`config.mk`:
```
export PLATFORM = sky130hd
export DESIGN_NAME = counter_updown_mod
export DESIGN_NICKNAME = d
export VERILOG_FILES = /design/src/rtl/counter_pkg.sv /design/src/rtl/counter_prescaler.sv /design/src/rtl/counter_updown_mod.sv
export SDC_FILE = /design/constraint.sdc
export NUM_CORES = 1
export LEC_CHECK = 0
export ABC_AREA = 1
export BUFFER_PORTS_ARGS = -buffer_cell sky130_fd_sc_hd__clkbuf_2
export CAP_MARGIN = 0
export CORE_AREA = 2 2 39 41
export CTS_BUF_LIST = sky130_fd_sc_hd__clkbuf_8
export DETAILED_ROUTE_END_ITERATION = 6
export DIE_AREA = 0 0 41 43
export PLACE_DENSITY = 0.52
export SYNTH_ARGS = -nofsm -noshare
export SYNTH_HDL_FRONTEND = slang
export SYNTH_HIERARCHICAL = 1
export SYNTH_SLANG_ARGS = --single-unit
```
`constraint.sdc`:
```
create_clock -name clk -period 1.15 [get_ports clk]
set_input_delay 0.23 -clock clk [delete_from_list [all_inputs] [get_ports clk]]
set_output_delay 0.23 -clock clk [all_outputs]
set_load 0.02 [all_outputs]
```
`src/rtl/counter_pkg.sv`:
```
// rtl/counter_pkg.sv - shared direction constants and sizing helper for the counter slice
package counter_pkg;

    localparam logic DIR_UP   = 1'b1;
    localparam logic DIR_DOWN = 1'b0;

    // Bits needed to hold 0..value-1, never less than one.
    function automatic int clog2(input int value);
        int bits;
        bits = 1;
        while ((longint'(1) << bits) < longint'(value)) begin
            bits++;
        end
        return bits;
    endfunction

endpackage

```
`src/rtl/counter_prescaler.sv`:
```
// rtl/counter_prescaler.sv - divides the enable stream by PRESCALE into a single-cycle tick
module counter_prescaler
    import counter_pkg::*;
#(
    parameter int PRESCALE = 1
) (
    input  logic clk,
    input  logic rst,
    input  logic clr,
    input  logic en,
    output logic tick
);

    generate
        if (PRESCALE == 1) begin : g_pass
            logic w_unused;
            assign w_unused = ^{clk, rst, clr};
            assign tick     = en;
        end else begin : g_div
            localparam int LP_PW = clog2(PRESCALE);
            localparam logic [LP_PW-1:0] LP_LAST = LP_PW'(PRESCALE - 1);

            logic [LP_PW-1:0] r_p;

            always_ff @(posedge clk) begin
                if (rst || clr) begin
                    r_p <= '0;
                end else if (en) begin
                    r_p <= (r_p == LP_LAST) ? '0 : r_p + LP_PW'(1);
                end
            end

            assign tick = en && (r_p == LP_LAST);
        end
    endgenerate

endmodule

```
`src/rtl/counter_updown_mod.sv`:
```
// rtl/counter_updown_mod.sv - up/down modulo counter with prescaler, load, tc and wrap; COUNTER_SAT_EN selects saturating mode
module counter_updown_mod
    import counter_pkg::*;
#(
    parameter int WIDTH    = 3,
    parameter int MODULUS  = 8,
    parameter int PRESCALE = 1
) (
    input  logic             clk,
    input  logic             rst,
    input  logic             en,
    input  logic             up,
    input  logic             load,
    input  logic [WIDTH-1:0] load_val,
    output logic [WIDTH-1:0] count,
    output logic             tc,
    output logic             wrap
);

    localparam int LP_W = WIDTH + 1;
    localparam logic [WIDTH:0] LP_MAX = LP_W'(MODULUS - 1);

    generate
        if (WIDTH < 1 || WIDTH > 32) begin : g_bad_width
            $fatal(1, "counter_updown_mod: WIDTH must be 1..32");
        end
        if (MODULUS < 2 || longint'(MODULUS) > (longint'(1) << WIDTH)) begin : g_bad_mod
            $fatal(1, "counter_updown_mod: MODULUS must be 2..2**WIDTH");
        end
        if (PRESCALE < 1) begin : g_bad_pre
            $fatal(1, "counter_updown_mod: PRESCALE must be >= 1");
        end
    endgenerate

    logic [WIDTH-1:0] r_count;
    logic             r_wrap;
    logic             w_tick;
    logic [WIDTH:0]   w_cur;
    logic [WIDTH:0]   w_load_ext;
    logic [WIDTH:0]   w_load_clamped;
    logic [WIDTH:0]   w_next;
    logic             w_at_max;
    logic             w_at_zero;
    logic             w_roll;
    logic             w_unused;

    // Load clears the prescaler so the loaded value gets a full step period.
    counter_prescaler #(
        .PRESCALE(PRESCALE)
    ) u_prescaler (
        .clk (clk),
        .rst (rst),
        .clr (load),
        .en  (en),
        .tick(w_tick)
    );

    assign w_cur          = {1'b0, r_count};
    assign w_load_ext     = {1'b0, load_val};
    assign w_load_clamped = (w_load_ext > LP_MAX) ? LP_MAX : w_load_ext;
    assign w_at_max       = (w_cur == LP_MAX);
    assign w_at_zero      = (w_cur == '0);

    always_comb begin
        w_next = w_cur;
        w_roll = 1'b0;
        if (up == DIR_UP) begin
`ifdef COUNTER_SAT_EN
            w_next = w_at_max ? LP_MAX : w_cur + LP_W'(1);
`else
            w_next = w_at_max ? '0 : w_cur + LP_W'(1);
            w_roll = w_at_max;
`endif
        end else begin
`ifdef COUNTER_SAT_EN
            w_next = w_at_zero ? '0 : w_cur - LP_W'(1);
`else
            w_next = w_at_zero ? LP_MAX : w_cur - LP_W'(1);
            w_roll = w_at_zero;
`endif
        end
    end

    always_ff @(posedge clk) begin
        if (rst) begin
            r_count <= '0;
            r_wrap  <= 1'b0;
        end else if (load) begin
            r_count <= w_load_clamped[WIDTH-1:0];
            r_wrap  <= 1'b0;
        end else if (w_tick) begin
            r_count <= w_next[WIDTH-1:0];
            r_wrap  <= w_roll;
        end else begin
            r_wrap  <= 1'b0;
        end
    end

    // Top bits are always zero because every candidate value is <= LP_MAX.
    assign w_unused = ^{w_next[WIDTH], w_load_clamped[WIDTH]};

    assign count = r_count;
    assign wrap  = r_wrap;
    assign tc    = (up == DIR_UP) ? w_at_max : w_at_zero;

endmodule

```
==> results_dict.tcl <==
set metrics [dict create \
    outcome "finished with violations" \
    violations "setup timing" \
    routed_via_density 4.144 \
    skew_ns 0.006480 \
    rows 14 \
    ys_warn_count 6 \
    clkLatencyLatePin_ns 0.22 \
    worst_hold_slack_ns 0.2031 \
    ff2ff_path_depth 8 \
    cts_hold_buffers 0 \
    wire_per_inst_microns 9.044 \
    setup_viol 3 \
    p_leak_nw 0.3133 \
    dieHeight_microns 43 \
    pwr_density_cell_nw_per_um2 1119 \
    cts_tree "done" \
    slew_violations 0 \
    initial_utilization_pct 23.42 \
    synth_cell_types 12 \
    synth_top_cell_area_share_pct 24.71 \
    grt-ovfl-total 0 \
    post-route-util_pct 41.68 \
    yosysTopAreaCell "dfxtp_1" \
    antenna_left 0 \
    drtPass1Iterations 4 \
    antenna_found_initial 0 \
    dp_hpwl_microns 620.4 \
    post-place-ws_ns -0.05108 \
    crit_fanout 4 \
    clk_pin_slew_worst_paths_ns 0.04 \
    ys_ff_latch 4 \
    grt_max_degree 7 \
    fin_crit_ns 1.353 \
    rsz0062_at_grt "yes" \
    routabilityCongestion 0.6853 \
    min_path_type "primary input to flop" \
    fin_ws_ns -0.2028 \
    cp.arrival_ns 1.12 \
    cp-end-kind "output pin" \
    syn_inst 52 \
    cp-start-kind "flop" \
    grt_usage_pct 11.94 \
    ff_latch_area_sq_um 86.33 \
    drc_errors 0 \
    nFillCells 144 \
    core-area_sq_um 1384 \
    syn_area_sq_um 324.1 \
    finish.net_count 87 \
    wirelength_microns 814 \
    first_iter_violations 4 \
    clock.fmax_ghz 0.7392 \
    dieArea_sq_um 1763 \
    vdd_ir_drop_max_mv 0.5030 \
    cts_made_buffers 3 \
    worstSetupPathType "flop to output pin" \
    clockBufferDepth 2 \
    synth-seq-area-share_pct 24.71 \
    drive_gt1_share_pct 51.35 \
    grt_pass1_vias 344 \
    synth_area_leaders "dfxtp_1 25%, nand2_1 21%, ha_1 15%" \
    multi_input_area_sq_um 265.3 \
    crit_required_ns 0.92 \
    max-cap-violations 0 \
    timing.final.crit_share_pct 117.6 \
    cts-root-buf "clkbuf_8" \
    diodes 0 \
    hold_viol 0 \
    num_vias 373 \
    die_width_microns 41 \
    slew_headroom_pct 88.00 \
    area_delta_synth_final_pct 77.99 \
    avgSynthCellArea_sq_um 6.232 \
    port-buffer-count 12 \
    clkSinkCount 4 \
    cts-htree-levels 1 \
    holdPathStages 2 \
    syn_nets 64 \
    grt_pass1_wl_mm 1.386 \
    ios 13 \
    max_slew.worst_pin.slew_ns 0.1793 \
]
==> registers in the layout, indices dropped and copies added, names as in the netlist <==
register	flops
count	3
wrap	1
==> where the power goes <==
group	total [mW]	leakage, nW	internal, mW	switching [mW]
clock network	0.308	0.0269	0.228	0.0797
logic	0.176	0.252	0.0827	0.0937
registers	0.161	0.0342	0.150	0.0115
total	0.646	0.313	0.461	0.185
==> cell type report <==
type                            instances  area share (%)
Clock buffer                            3           7.158
Clock inverter                          1          0.6508
Inverter                               10           6.508
Multi-Input combinational cell         37           45.99
Sequential cell                         4           14.97
Tap cell                               16           3.471
Timing Repair Buffer                   19           21.26
==> final timing paths <==
kind | startpoint | endpoint | slack (ns)
min | rst | count[0]$_SDFFE_PP0P_ | 0.20
max reg2reg | count[0]$_SDFFE_PP0P_ | count[0]$_SDFFE_PP0P_ | -0.09
min reg2reg | count[1]$_SDFFE_PP0P_ | count[1]$_SDFFE_PP0P_ | 0.68
max | count[0]$_SDFFE_PP0P_ | tc | -0.20
==> cells by family after synthesis <==
family          count (synthesis)  share of synthesized area (%)
simple gates                   26                          32.43
flops                           4                          24.71
buf+inv                        11                          13.90
fa+ha+maj                       4                          15.44
xor+xnor                        1                          2.703
compound gates                  6                          10.81
==> critical path: stages (launching register included) <==
cell and delay (ns):
dfxtp_4 0.35, ha_4 0.16, ha_4 0.16, nand2_4 0.06, nand2_4 0.04, buf_8 0.12
==> routing by layer <==
| layer | global-route usage, % | up-vias | share of wire [%] |
|---|---|---|---|
| met4 | 6.000 | 0 | 2.3 |
| met2 | 16.56 | 13 | 45 |
| met3 | 5.236 | 2 | 6.3 |
| met1 | 15.06 | 158 | 46 |
| li1 | - | 200 | - |
| met5 | 0 | - | 0 |
==> placed cells by master, fill, tap and decap left out, drive strengths merged <==
cell and count:
nand3 2, ha 4, a21oi 3, xor2 1
buf 8, nor2 6, a21boi 2, dfxtp 4
clkbuf 14, inv 11, o21ai 1, nand2 18
==> what timing repair did <==
action	4_1_cts	5_1_grt
pin swaps	3	8
endpoints found under the hold margin	0	0
endpoints found under the setup margin	3	5
buffers inserted	2	1
resized for setup	8	10
==> cells in the mapped netlist <==
cell type and count:
a21boi_1 2, a21oi_1 3, buf_4 1, dfxtp_1 4, ha_1 4, inv_1 10, nand2_1 18, nand3_1 1
nand3_2 1, nor2_1 6, o21ai_1 1, xor2_1 1
==> stage by stage <==
step	TNS, ns	instance area (sq um)	power (mW)	std cells
after global routing	-0.5782	576.8	0.6894	90
after CTS	-0.3639	545.5	0.6306	90
final	-0.3515	576.8	0.6456	90
after detailed placement	-0.07432	446.7	0.3050	84
after floorplan	0	336.6	0.2451	52
after global placement	-0.06901	446.7	0.3054	84
Note: power is estimated with default switching activity, not from simulation.
